`config.mk`:
```
export PLATFORM = sky130hd
export DESIGN_NAME = cv32e40s_obi_data_responder
export DESIGN_NICKNAME = d
export VERILOG_FILES = /design/src/rtl/cv32e40s_obi_data_responder.sv
export SDC_FILE = /design/constraint.sdc
export NUM_CORES = 1
export LEC_CHECK = 0
export ABC_AREA = 1
export BUFFER_PORTS_ARGS = -buffer_cell sky130_fd_sc_hd__clkbuf_2
export CAP_MARGIN = 40
export CELL_PAD_IN_SITES_DETAIL_PLACEMENT = 0
export CELL_PAD_IN_SITES_GLOBAL_PLACEMENT = 2
export CORE_ASPECT_RATIO = 1.5
export CORE_UTILIZATION = 26
export DETAILED_ROUTE_END_ITERATION = 6
export GPL_TIMING_DRIVEN = 0
export PLACE_DENSITY_LB_ADDON = 0.25
export SYNTH_ARGS = -nofsm -noshare
export SYNTH_HDL_FRONTEND = slang
export SYNTH_SLANG_ARGS = --single-unit
```
`constraint.sdc`:
```
create_clock -name clk -period 2.2 [get_ports clk]
set_clock_uncertainty 0.1 [all_clocks]
set_input_delay 0.44 -clock clk [delete_from_list [all_inputs] [get_ports clk]]
set_output_delay 0.44 -clock clk [all_outputs]
set_load 0.02 [all_outputs]
```
`src/rtl/cv32e40s_obi_data_responder.sv`:
```
// OBI data-side responder. Accepts LSU data requests, forwards non-error
// accesses to a single-cycle SRAM-style port, and returns in-order responses
// after a programmable minimum latency. Addresses inside
// [ERR_ADDR_LO, ERR_ADDR_HI] are answered with a bus error and never reach
// memory.
//
// Handshake: a transfer is accepted in a cycle where req_i && gnt_o. A
// response is delivered in a cycle where rvalid_o is high; there is no
// rready, so the master must take it. gnt_o depends only on registered state
// and gnt_stall_i, never on req_i.
module cv32e40s_obi_data_responder #(
    parameter int unsigned DEPTH        = 2,
    parameter int unsigned RESP_LATENCY = 1,
    parameter logic [31:0] ERR_ADDR_LO  = 32'hFFFF_0000,
    parameter logic [31:0] ERR_ADDR_HI  = 32'hFFFF_FFFF
) (
    input  logic                       clk,
    input  logic                       rst_n,
    input  logic                       req_i,
    output logic                       gnt_o,
    input  logic [31:0]                addr_i,
    input  logic                       we_i,
    input  logic [3:0]                 be_i,
    input  logic [31:0]                wdata_i,
    output logic                       rvalid_o,
    output logic [31:0]                rdata_o,
    output logic                       err_o,
    input  logic                       gnt_stall_i,
    input  logic                       resp_stall_i,
    output logic                       mem_req_o,
    output logic                       mem_we_o,
    output logic [31:0]                mem_addr_o,
    output logic [3:0]                 mem_be_o,
    output logic [31:0]                mem_wdata_o,
    input  logic [31:0]                mem_rdata_i,
    output logic [$clog2(DEPTH+1)-1:0] outstanding_o,
    output logic                       busy_o
);

    localparam int unsigned CW = $clog2(DEPTH + 1);
    localparam int unsigned PW = (DEPTH > 1) ? $clog2(DEPTH) : 1;

    localparam logic [CW-1:0] DEPTH_C  = CW'(DEPTH);
    localparam logic [PW-1:0] LAST_PTR = PW'(DEPTH - 1);
    localparam logic [3:0]    LAT_C    = 4'(RESP_LATENCY);
    localparam logic [3:0]    AGE_MAX  = 4'hF;

    // Response FIFO storage, one slot per outstanding transfer
    logic [DEPTH-1:0] r_valid;
    logic [DEPTH-1:0] r_we;
    logic [DEPTH-1:0] r_err;
    logic [DEPTH-1:0] r_pend;     // load whose read data arrives this cycle
    logic [3:0]       r_age   [DEPTH];
    logic [31:0]      r_rdata [DEPTH];

    logic [PW-1:0]    r_wptr;
    logic [PW-1:0]    r_rptr;
    logic [CW-1:0]    r_count;

    logic             w_err_addr;
    logic             w_accept;
    logic             w_head_ready;
    logic             w_rvalid;
    logic [31:0]      w_head_data;

    // Error window decode on the incoming address (unsigned, inclusive)
    always_comb begin
        w_err_addr = (addr_i >= ERR_ADDR_LO) && (addr_i <= ERR_ADDR_HI);
    end

    // Grant, accept and memory strobe; grant looks only at the registered count
    always_comb begin
        gnt_o     = !gnt_stall_i && (r_count < DEPTH_C);
        w_accept  = req_i && gnt_o;
        mem_req_o = w_accept && !w_err_addr;
    end

    // Memory port fields follow the request directly, word-aligned address
    always_comb begin
        mem_we_o    = we_i;
        mem_addr_o  = {addr_i[31:2], 2'b00};
        mem_be_o    = be_i;
        mem_wdata_o = wdata_i;
    end

    // Head response selection; a load still in its capture cycle bypasses
    // the memory read data straight to the response
    always_comb begin
        w_head_ready = r_valid[r_rptr] && (r_age[r_rptr] >= LAT_C);
        w_rvalid     = w_head_ready && !resp_stall_i && (r_count != '0);
        w_head_data  = r_pend[r_rptr] ? mem_rdata_i : r_rdata[r_rptr];
        rvalid_o     = w_rvalid;
        rdata_o      = w_rvalid ? w_head_data : 32'h0;
        err_o        = w_rvalid ? r_err[r_rptr] : 1'b0;
    end

    // Status outputs
    always_comb begin
        outstanding_o = r_count;
        busy_o        = (r_count != '0) || req_i;
    end

    // Pointers and outstanding count
    always_ff @(posedge clk) begin
        if (!rst_n) begin
            r_wptr  <= '0;
            r_rptr  <= '0;
            r_count <= '0;
        end else begin
            if (w_accept) begin
                r_wptr <= (r_wptr == LAST_PTR) ? '0 : r_wptr + 1'b1;
            end
            if (w_rvalid) begin
                r_rptr <= (r_rptr == LAST_PTR) ? '0 : r_rptr + 1'b1;
            end
            r_count <= r_count + CW'(w_accept) - CW'(w_rvalid);
        end
    end

    // Slot update: aging, read-data capture, retire on response, fill on accept.
    // A new slot starts at age 1 because the grant cycle itself counts as the
    // first cycle of latency; that makes rvalid land exactly RESP_LATENCY
    // cycles after the grant.
    always_ff @(posedge clk) begin
        if (!rst_n) begin
            r_valid <= '0;
            r_we    <= '0;
            r_err   <= '0;
            r_pend  <= '0;
            for (int i = 0; i < DEPTH; i++) begin
                r_age[i]   <= 4'h0;
                r_rdata[i] <= 32'h0;
            end
        end else begin
            for (int i = 0; i < DEPTH; i++) begin
                if (r_valid[i] && (r_age[i] != AGE_MAX)) begin
                    r_age[i] <= r_age[i] + 4'h1;
                end
                if (r_pend[i]) begin
                    r_rdata[i] <= mem_rdata_i;
                    r_pend[i]  <= 1'b0;
                end
                if (w_rvalid && (r_rptr == PW'(i))) begin
                    r_valid[i] <= 1'b0;
                end
                if (w_accept && (r_wptr == PW'(i))) begin
                    r_valid[i] <= 1'b1;
                    r_we[i]    <= we_i;
                    r_err[i]   <= w_err_addr;
                    r_age[i]   <= 4'h1;
                    r_pend[i]  <= !we_i && !w_err_addr;
                    r_rdata[i] <= 32'h0;
                end
            end
        end
    end

    // Occupancy stays within 0..DEPTH
    a_count_range : assert property (@(posedge clk) disable iff (!rst_n)
        r_count <= DEPTH_C);

    // No response from an empty responder (also rules out underflow)
    a_no_rvalid_empty : assert property (@(posedge clk) disable iff (!rst_n)
        rvalid_o |-> (r_count != '0));

    // Memory is only touched by granted transfers
    a_mem_req_gnt : assert property (@(posedge clk) disable iff (!rst_n)
        mem_req_o |-> gnt_o);

endmodule

```
==> flow_metrics.env, run 1 <==
export IMPL_p_clk_share_pct=39.7
export IMPL_power_internal_w=0.00299
export IMPL_startpoint="r_rptr"
export IMPL_yosys_area_top_type="edfxtp_1"
export IMPL_grt_overflow=0
export IMPL_yosysUniqueCellTypes=34
export IMPL_ir_drop_mv=0.290
export IMPL_end_kind="output pin"
export IMPL_timing_final_ws_setup_ns=-0.130
export IMPL_vias=5033
export IMPL_synthTopCellsByCount="nand2_1, inv_1, buf_4"
export IMPL_reg2reg_depth=11
export IMPL_num_rows=63
export IMPL_power_switching_w=0.00117
export IMPL_drc_errors=0
export IMPL_hold_viol_final=0
export IMPL_initial_core_util_pct=26.5
export IMPL_cp_max_fo=7
export IMPL_cts_tree="built"
export IMPL_cp_data_arrival_time_ns=1.79
export IMPL_synth_warning_count=0
export IMPL_ios=214
export IMPL_r2r_slack_ns=-0.06
export IMPL_slew_viol_final=0
export IMPL_rr_endpoint="outstanding_o[1]"
export IMPL_finalSetupViolations=34
export IMPL_power_total_w=0.00416
export IMPL_drtIter0Drc=205
export IMPL_synth_most_common_cell="nand2_1"
export IMPL_vias_per_cell=4.31
export IMPL_synthToLayoutAreaGrowth_pct=39.0
export IMPL_n_antenna_cell=0
export IMPL_final_nets=1016
export IMPL_holdWs_ns=0.200
export IMPL_grt_max_degree=24
export IMPL_ant_nets=0
export IMPL_cp_endpoint="rdata_o[4]"
export IMPL_cts_buffers=9
export IMPL_gp_congestion=0.708
export IMPL_syn_instance_count=713
export IMPL_ctsHtreeMaxLevel=3
export IMPL_syn_avg_cell_area_um2=7.33
export IMPL_switching_share_pct=28.0
export IMPL_pwr_share_comb_pct=18.8
export IMPL_holdCritPathClass="in2reg"
export IMPL_cp_start_kind="flop"
export IMPL_track_usage_pct=16.8
export IMPL_critPathKind="reg2out"
export IMPL_status="finished with violations"
export IMPL_timing_fmax_mhz=429
export IMPL_worst_ep_required_time_ns=1.66
export IMPL_core_um2=19700
export IMPL_nFillCells=2196
export IMPL_yosysTopAreaCellShare_pct=20.7
export IMPL_grt_first_pass_wirelength_um=26500
export IMPL_ys_seq_area_share_pct=38.7
export IMPL_synthFlopType="dfxtp_1"
export IMPL_min_period_over_period_pct=106
export IMPL_leakagePower_nw=3.57
export IMPL_powerDensity_nw_per_um2=573
export IMPL_final_layout_size_suffix_gt1_share_pct=39.4
export IMPL_first_pass_iters=4
export IMPL_antenna_found_initial=0
export IMPL_rsz0062_at_grt="true"
export IMPL_synth_seq_cells=83
export IMPL_setup_tns_ns=-2.31
export IMPL_grt_pass1_vias=4885
export IMPL_syn_cell_area_um2=5230
export IMPL_wl_per_cell_um=14.6
export IMPL_cts_clk_slew_worst_paths_ns=0.06
export IMPL_root_buffer="clkbuf_16"
export IMPL_power_share_sequential_pct=41.4
export IMPL_max_slew_worst_pin_slew_ns=0.571
export IMPL_die_area_um2=20700
export IMPL_synth_edf_count=36
export IMPL_async_flop_share_pct=0
export IMPL_hpwlAfterDp_um=12100
export IMPL_clk_path_buf_depth=2
export IMPL_maxCapViolCount=0
export IMPL_wl_um=17100
export IMPL_failed_checks="setup timing"
export IMPL_clkLatencyLatePin_ns=0.34
export IMPL_synth_area_leaders="edfxtp_1, dfxtp_1, nand2_1"
export IMPL_finalCriticalPeriod_ns=2.33
export IMPL_cts_sinks=83
export IMPL_port_buffers=158
export IMPL_relSlewSlack_pct=61.9
export IMPL_chipHeight_um=176
export IMPL_r2r_start="r_age[0][2]"
export IMPL_die_w_um=118
-- metrics by stage --
stage | instances | setup WS, ns | area, um^2 | util [%]
global placement | 1132 | -0.158 | 6340 | 32.2
global route | 1169 | -0.208 | 7260 | 36.8
finish | 1169 | -0.130 | 7260 | 36.8
CTS | 1167 | -0.165 | 7120 | 36.1
detailed placement | 1133 | -0.185 | 6360 | 32.3
floorplan | 714 | 0.0897 | 5230 | -
-- routing by layer --
layer  vias up  GRT usage [%]  routed length (um)
met4         0           5.40                 290
li1       2538              -                   -
met1      2278           18.2                6570
met3        15           2.76                 972
met2       202           32.6                9230
met5         -              0                   0
-- worst min-delay path by stage --
stage,to,depth (start not counted),startpoint,slack (ns)
floorplan,r_err[0],2,r_err[0],0.35
finish,r_pend[1],2,we_i,0.20
global placement,r_err[0],2,r_err[0],0.37
CTS,r_pend[0],2,we_i,0.20
global route,r_pend[0],2,we_i,0.21
detailed placement,r_err[0],2,r_err[0],0.38
-- area by class of cell --
cell class	instances	area, um^2	share of cell area, %
Tap cell	260	325	4.48
Inverter	122	460	6.34
Multi-Input combinational cell	408	2220	30.6
Clock inverter	7	92.6	1.28
Buffer	103	797	11.0
Timing Repair Buffer	177	1110	15.3
Sequential cell	83	2030	28.0
Clock buffer	9	225	3.10
-- cell families after synthesis --
kind of cell             Yosys count  synth area share (%)
buffers and inverters            225                  22.4
other                              1                0.0718
flip-flops                        83                  38.7
adder cells (fa/ha/maj)            6                  1.44
AND/OR/NAND/NOR                  284                  24.1
XOR/XNOR                           2                 0.335
AO/OA/AOI/OAI                    112                  13.0
-- worst max-delay path, stage by stage, from the launching register on --
cell and delay [ns]:
dfxtp_4 0.38, o21ai_4 0.39, buf_6 0.20, nand2_1 0.05
a21oi_1 0.22, clkbuf_2 0.21
-- power by group through the flow --
stage | registers (W) | clock network, W | logic [W]
after floorplan | 0.00175 | 0 | 0.000460
after global placement | 0.00176 | 0 | 0.000697
after detailed placement | 0.00176 | 0 | 0.000706
after CTS | 0.00172 | 0.00168 | 0.000777
after global routing | 0.00173 | 0.00174 | 0.000854
final | 0.00172 | 0.00165 | 0.000783
-- layout by cell type, fill, tap and decap left out, types with 4 or more instances in the layout --
cell       netlist  layout
clkbuf_2         0     140
nand2_1        141     131
inv_1          116     116
buf_4           69      83
o21ai_0         68      68
nor2_1          54      54
dfxtp_1         47      41
nand3_1         39      39
edfxtp_1        36      36
or2_1           28      26
a21oi_2         28      20
buf_2           16      16
buf_6            6      13
a21oi_4          0      11
buf_8            0      10
nand2_2          1       9
clkbuf_16        0       9
a21oi_1         10       7
nand4_1          6       6
ha_1             6       6
inv_2            6       5
or2_2            5       5
buf_12           0       4
clkbuf_8         0       4
clkbuf_1         9       4
dfxtp_2          0       4
-- state kept, by name, summed over array words and instances (netlist names), named ones only --
register and flops:
r_wptr 1, r_age 8, r_rdata 64, r_pend 2
outstanding_o 2, r_err 2, r_valid 2, r_rptr 1
-- repair_timing --
item	4_1_cts	5_1_grt
setup buffers	12	3
gates resized for setup	72	48
endpoints found under the setup margin	36	36
pin swaps	8	8
hold buffers	0	0
gates cloned	6	0
No activity file was read; power rests on OpenSTA's default activity.
==> run 2, diff against run 1 <==
--- a/config.mk
+++ b/config.mk
@@ -13,7 +13,6 @@
 export CORE_ASPECT_RATIO = 1.5
 export CORE_UTILIZATION = 26
 export DETAILED_ROUTE_END_ITERATION = 6
-export GPL_TIMING_DRIVEN = 0
 export PLACE_DENSITY_LB_ADDON = 0.25
 export SYNTH_ARGS = -nofsm -noshare
 export SYNTH_HDL_FRONTEND = slang
==> run 2 against run 1 <==
Against the previous run:
- final area shrank 4.8%
- wire length shrank 11%
- utilization decreased by 1.8 points
- sequential power barely moved
- non-clock buffer count down 129
- final cell count down 11%
- the run still ends with setup timing left
- largest power group is now clock
- highest routed layer unchanged
- count of clock-buffer cells in the layout did not move
- hold slack improved by 0.0066 ns
- flip-flop and latch count unchanged
- register-to-register slack improved by 0.11 ns
- critical path depth grew 5
==> flow_metrics.env, run 2 (synthesis results as in run 1) <==
export IMPL_holdWs_ns=0.207
export IMPL_ios=214
export IMPL_rsz0062_at_grt="true"
export IMPL_hold_viol_final=0
export IMPL_holdCritPathClass="in2reg"
export IMPL_max_slew_worst_pin_slew_ns=0.813
export IMPL_status="finished with violations"
export IMPL_leakagePower_nw=3.16
export IMPL_hpwlAfterDp_um=8960
export IMPL_port_buffers=109
export IMPL_grt_met2_usage_pct=25.8
export IMPL_grt_use_met1_pct=16.0
export IMPL_largest_register_ffs=64
export IMPL_gp_congestion=0.715
export IMPL_startpoint="r_rptr"
export IMPL_reg_top3="r_rdata x64, r_age x8"
export IMPL_num_rows=63
export IMPL_nFillCells=2123
export IMPL_track_usage_pct=14.1
export IMPL_finalSetupViolations=34
export IMPL_clkLatencyLatePin_ns=0.34
export IMPL_cts_tree="built"
export IMPL_n_antenna_cell=0
export IMPL_cts_hold_buf=0
export IMPL_maxCapViolCount=0
export IMPL_finalCriticalPeriod_ns=2.34
export IMPL_critPathKind="reg2out"
export IMPL_slew_viol_final=0
export IMPL_grt_first_pass_wirelength_um=22600
export IMPL_power_total_w=0.00410
export IMPL_grt_max_degree=39
export IMPL_timing_final_ws_setup_ns=-0.139
export IMPL_ir_drop_mv=0.428
export IMPL_drc_errors=0
export IMPL_worst_ep_required_time_ns=1.66
export IMPL_chipHeight_um=176
export IMPL_cp_data_arrival_time_ns=1.80
export IMPL_wl_um=15200
export IMPL_cp_max_fo=4
export IMPL_grt_pass1_vias=4345
export IMPL_top_register="r_rdata"
export IMPL_r2r_slack_ns=0.05
export IMPL_cp_start_kind="flop"
export IMPL_vias=4517
export IMPL_fin_area_um2=6910
export IMPL_initial_core_util_pct=26.5
export IMPL_final_common_cell="nand2_1"
export IMPL_timing_fmax_mhz=428
export IMPL_failed_checks="setup timing"
export IMPL_core_um2=19700
export IMPL_min_period_over_period_pct=106
export IMPL_gr_max_usage_layer="met2"
export IMPL_final_layout_size_suffix_gt1_share_pct=30.6
export IMPL_vias_per_cell=4.36
export IMPL_die_w_um=118
export IMPL_cts_sinks=83
export IMPL_met3_usage_pct=2.63
export IMPL_grt_overflow=0
export IMPL_rr_endpoint="outstanding_o[1]"
export IMPL_synthToLayoutAreaGrowth_pct=32.3
export IMPL_ctsHtreeMaxLevel=3
export IMPL_cp_endpoint="rdata_o[27]"
export IMPL_clk_path_buf_depth=2
export IMPL_place_area_um2=5590
export IMPL_cts_buffers=9
export IMPL_first_pass_iters=4
export IMPL_wl_per_cell_um=14.7
export IMPL_root_buffer="clkbuf_16"
export IMPL_die_area_um2=20700
export IMPL_drtIter0Drc=261
export IMPL_end_kind="output pin"
export IMPL_powerDensity_nw_per_um2=593
export IMPL_relSlewSlack_pct=45.7
export IMPL_antenna_found_initial=0
export IMPL_r2r_start="r_age[0][1]"
export IMPL_reg2reg_depth=12
export IMPL_ant_nets=0
export IMPL_layout_common_cells="nand2_1, inv_1, clkbuf_2"
export IMPL_final_nets=885
export IMPL_cts_clk_slew_worst_paths_ns=0.06
-- run 2: cell count changes in the layout (fill, tap and decap cells not counted), moves of 5 or more --
cell,previous run,this run
buf_8,10,18
buf_4,83,14
clkbuf_2,140,75
clkbuf_8,4,16
buf_12,4,9
buf_2,16,0
clkbuf_16,9,15
-- run 2: layer usage --
metal / wire (um) / up-vias
li1: - / 2265
met1: 6220 / 2084
met2: 7940 / 132
met3: 711 / 36
met4: 355 / 0
met5: 0 / -
-- run 2: layout make-up --
cell class	count	area, um^2	area share, %
Clock buffer	9	225	3.26
Clock inverter	6	114	1.65
Inverter	122	465	6.73
Multi-Input combinational cell	406	2260	32.7
Sequential cell	83	2030	29.3
Tap cell	260	325	4.71
Timing Repair Buffer	151	1500	21.6
-- run 2: stage by stage --
step                      setup WS [ns]  utilization (%)  setup TNS (ns)  cells
final                            -0.139             35.1           -3.77   1037
after global routing             -0.209             35.1           -6.32   1037
after CTS                        -0.126             32.8           -2.82   1023
after detailed placement          0.109             28.4               0    995
after global placement           0.0768             28.3               0    994
after floorplan                  0.0897                -               0    714
-- run 2: worst min-delay path by stage --
stage / from / end / slack (ns) / cells past startpoint
2_1_floorplan: r_err[0] / r_err[0] / 0.35 / 2
3_3_place_gp: r_valid[0] / r_valid[0] / 0.37 / 2
3_5_place_dp: r_valid[0] / r_valid[0] / 0.38 / 2
4_1_cts: we_i / r_pend[1] / 0.20 / 2
5_1_grt: we_i / r_pend[1] / 0.21 / 2
6_report: we_i / r_pend[1] / 0.21 / 2
-- run 2: what timing repair did --
item	in CTS	in global routing
cloned	3	7
endpoints found under the setup margin	32	35
resized for setup	83	66
pin swaps	6	11
setup buffers	10	8
-- run 2: power breakdown --
| group | leakage, nW | switching (W) | internal (W) | total, W |
|---|---|---|---|---|
| sequential | 0.766 | 0.0000374 | 0.00168 | 0.00172 |
| clock | 0.158 | 0.000635 | 0.00111 | 0.00174 |
| combinational | 2.24 | 0.000379 | 0.000260 | 0.000639 |
-- run 2: critical path, cell delays in order, from the launching register on --
cell,delay [ns]
dfxtp_2,0.34
buf_6,0.11
inv_4,0.04
nand2_2,0.05
nand2_2,0.06
nor2_4,0.12
nand3_4,0.12
clkbuf_16,0.20
clkbuf_16,0.16
a21oi_2,0.11
clkbuf_8,0.16
==> run 3, diff against run 2 <==
--- a/config.mk
+++ b/config.mk
@@ -13,7 +13,7 @@
 export CORE_ASPECT_RATIO = 1.5
 export CORE_UTILIZATION = 26
 export DETAILED_ROUTE_END_ITERATION = 6
-export PLACE_DENSITY_LB_ADDON = 0.25
+export PLACE_DENSITY_LB_ADDON = 0.1
 export SYNTH_ARGS = -nofsm -noshare
 export SYNTH_HDL_FRONTEND = slang
 export SYNTH_SLANG_ARGS = --single-unit
==> constraint.sdc (replaced) <==
create_clock -name clk -period 2.2 [get_ports clk]
set_clock_uncertainty 0.1 [all_clocks]
set_input_delay 0.22 -clock clk [delete_from_list [all_inputs] [get_ports clk]]
set_output_delay 0.22 -clock clk [all_outputs]
set_load 0.02 [all_outputs]
==> run 3 against run 2 <==
Against the previous run:
- the run now ends clean
- maximum frequency grew 9.2%
- hold slack worse by 0.11 ns
- utilization fell by 3.8 points
- setup slack improved by 0.20 ns
- register-to-register slack improved by 0.17 ns
- combinational power fell by 14%
- global-route usage rose by 0.39 points
- wire length shrank 4.7%
- critical path type unchanged
- critical endpoint is now rdata_o[30]
- highest routed layer unchanged
==> flow_metrics.env, run 3 (synthesis results as in run 1) <==
export IMPL_root_buffer="clkbuf_16"
export IMPL_hold_start="mem_rdata_i[18]"
export IMPL_vias_per_cell=4.28
export IMPL_grt_met2_usage_pct=27.2
export IMPL_holdCritPathClass="in2reg"
export IMPL_powerDensity_nw_per_um2=628
export IMPL_finalCriticalPeriod_ns=2.14
export IMPL_maxCapViolCount=0
export IMPL_critPathKind="reg2out"
export IMPL_max_slew_worst_pin_slew_ns=0.807
export IMPL_cp_max_fo=6
export IMPL_rsz0062_at_grt="true"
export IMPL_reg2reg_depth=10
export IMPL_cts_clk_slew_worst_paths_ns=0.07
export IMPL_track_usage_pct=14.5
export IMPL_finalSetupViolations=0
export IMPL_hold_viol_final=0
export IMPL_port_buffers=109
export IMPL_fin_area_um2=6170
export IMPL_top_register="r_rdata"
export IMPL_end_kind="output pin"
export IMPL_cpMaxStageDelayCell="dfxtp_2"
export IMPL_clk_path_buf_depth=2
export IMPL_crit_family="buffers and inverters"
export IMPL_place_area_um2=5540
export IMPL_n_antenna_cell=0
export IMPL_cp_data_arrival_time_ns=1.82
export IMPL_cp_start_kind="flop"
export IMPL_switching_share_pct=25.6
export IMPL_p_clk_share_pct=41.4
export IMPL_wl_per_cell_um=14.2
export IMPL_ctsHtreeMaxLevel=3
export IMPL_cts_sinks=83
export IMPL_status="finished, final reports clean"
export IMPL_drtIter0Drc=150
export IMPL_antenna_found_initial=0
export IMPL_grt_first_pass_wirelength_um=23100
export IMPL_grt_pass1_vias=4383
export IMPL_slew_viol_final=0
export IMPL_r2r_slack_ns=0.22
export IMPL_ant_nets=0
export IMPL_pwr_share_comb_pct=14.1
export IMPL_power_share_sequential_pct=44.5
export IMPL_die_area_um2=20700
export IMPL_gr_max_usage_layer="met2"
export IMPL_initial_core_util_pct=26.5
export IMPL_gp_congestion=0.722
export IMPL_timing_fmax_mhz=467
export IMPL_final_layout_size_suffix_gt1_share_pct=26.6
export IMPL_rr_endpoint="outstanding_o[1]"
export IMPL_met3_usage_pct=2.66
export IMPL_chipHeight_um=176
export IMPL_core_um2=19700
export IMPL_leakagePower_nw=2.94
export IMPL_grt_max_degree=65
export IMPL_final_common_cell="nand2_1"
export IMPL_relSlewSlack_pct=46.1
export IMPL_worst_ep_required_time_ns=1.88
export IMPL_num_rows=63
export IMPL_min_period_over_period_pct=97.3
export IMPL_cts_buffers=9
export IMPL_final_nets=870
export IMPL_cts_tree="built"
export IMPL_power_internal_w=0.00289
export IMPL_drc_errors=0
export IMPL_reg_top3="r_rdata x64, r_age x8"
export IMPL_ir_drop_mv=0.452
export IMPL_largest_register_ffs=64
export IMPL_layout_cells_non_filler=1023
export IMPL_cp_num_buf_inv=4
export IMPL_ios=214
export IMPL_dp_cells=993
export IMPL_first_pass_iters=4
export IMPL_r2r_start="r_age[0][2]"
export IMPL_layout_common_cells="nand2_1, inv_1, clkbuf_2"
export IMPL_power_switching_w=0.000991
export IMPL_hold_path_cell_count=3
export IMPL_synthToLayoutAreaGrowth_pct=18.1
export IMPL_grt_use_met1_pct=16.3
export IMPL_hold_end="r_rdata[0][18]"
export IMPL_crit_path_frequent_cell="buf_6"
export IMPL_clkLatencyLatePin_ns=0.34
export IMPL_cpPeakStageDelay_ns=0.34
export IMPL_wl_um=14500
export IMPL_hpwlAfterDp_um=9060
export IMPL_die_w_um=118
export IMPL_grt_overflow=0
export IMPL_worstPathCellList="buf_6, nand2_4, o21ai_4, buf_6, buf_12, or2_1, a21oi_2, clkbuf_8"
export IMPL_vias=4378
## run 3: worst max path at each step
| stage | from | endpoint | slack [ns] | cells past startpoint |
|---|---|---|---|---|
| after CTS | r_rptr | rdata_o[30] | -0.008 | 8 |
| final | r_rptr | rdata_o[30] | 0.06 | 8 |
| after global placement | r_age[0][0] | outstanding_o[1] | 0.26 | 10 |
| after global routing | r_rptr | rdata_o[4] | -0.02 | 7 |
| after floorplan | outstanding_o[1] | outstanding_o[1] | 0.09 | 11 |
| after detailed placement | r_age[0][2] | outstanding_o[1] | 0.25 | 10 |
## run 3: cell type report
| class | instances | area [um^2] |
|---|---|---|
| repair buffers | 136 | 980 |
| clock buffers | 11 | 233 |
| clock inverters | 5 | 77.6 |
| multi-input cells | 406 | 2070 |
| inverters | 122 | 458 |
| flip-flops and latches | 83 | 2030 |
| well taps | 260 | 325 |
| fillers | 2203 | 13500 |
## run 3: metal layers
metal  vias up  part of all wire [%]
li1       2237                     -
met1      1987                    41
met2       113                    52
met3        41                   4.6
met4         0                   1.9
met5         -                     0
## run 3: tightest hold or removal path, delay by kind of cell
kind                   cells  cell delay, ns
buffers and inverters      2            0.12
AND/OR/NAND/NOR            1            0.09
## run 3: power groups by stage
| stage | clock, W | sequential [W] | combinational [W] |
|---|---|---|---|
| after floorplan | 0 | 0.00175 | 0.000460 |
| after global placement | 0 | 0.00176 | 0.000483 |
| after detailed placement | 0 | 0.00176 | 0.000488 |
| after CTS | 0.00166 | 0.00172 | 0.000566 |
| after global routing | 0.00172 | 0.00173 | 0.000613 |
| final | 0.00160 | 0.00172 | 0.000548 |
## run 3: per-stage QoR
stage           TNS, ns  hold WS, ns  setup WS (ns)  util (%)  total power [W]
3_3_place_gp          0        0.337          0.261      28.1          0.00224
2_1_floorplan         0        0.199         0.0897         -          0.00221
3_5_place_dp          0        0.340          0.251      28.1          0.00225
4_1_cts        -0.00849       0.0901       -0.00849      31.3          0.00395
6_report              0        0.101         0.0587      31.3          0.00388
5_1_grt         -0.0260        0.107        -0.0188      31.3          0.00406
## run 3: repair_timing
action | in CTS | in global routing
hold buffers | 1 | 0
gates resized for setup | 28 | 14
endpoints found under the setup margin | 3 | 29
cloned | 5 | 0
pin swaps | 4 | 6
hold endpoints to repair | 2 | 0
setup buffers | 8 | 1
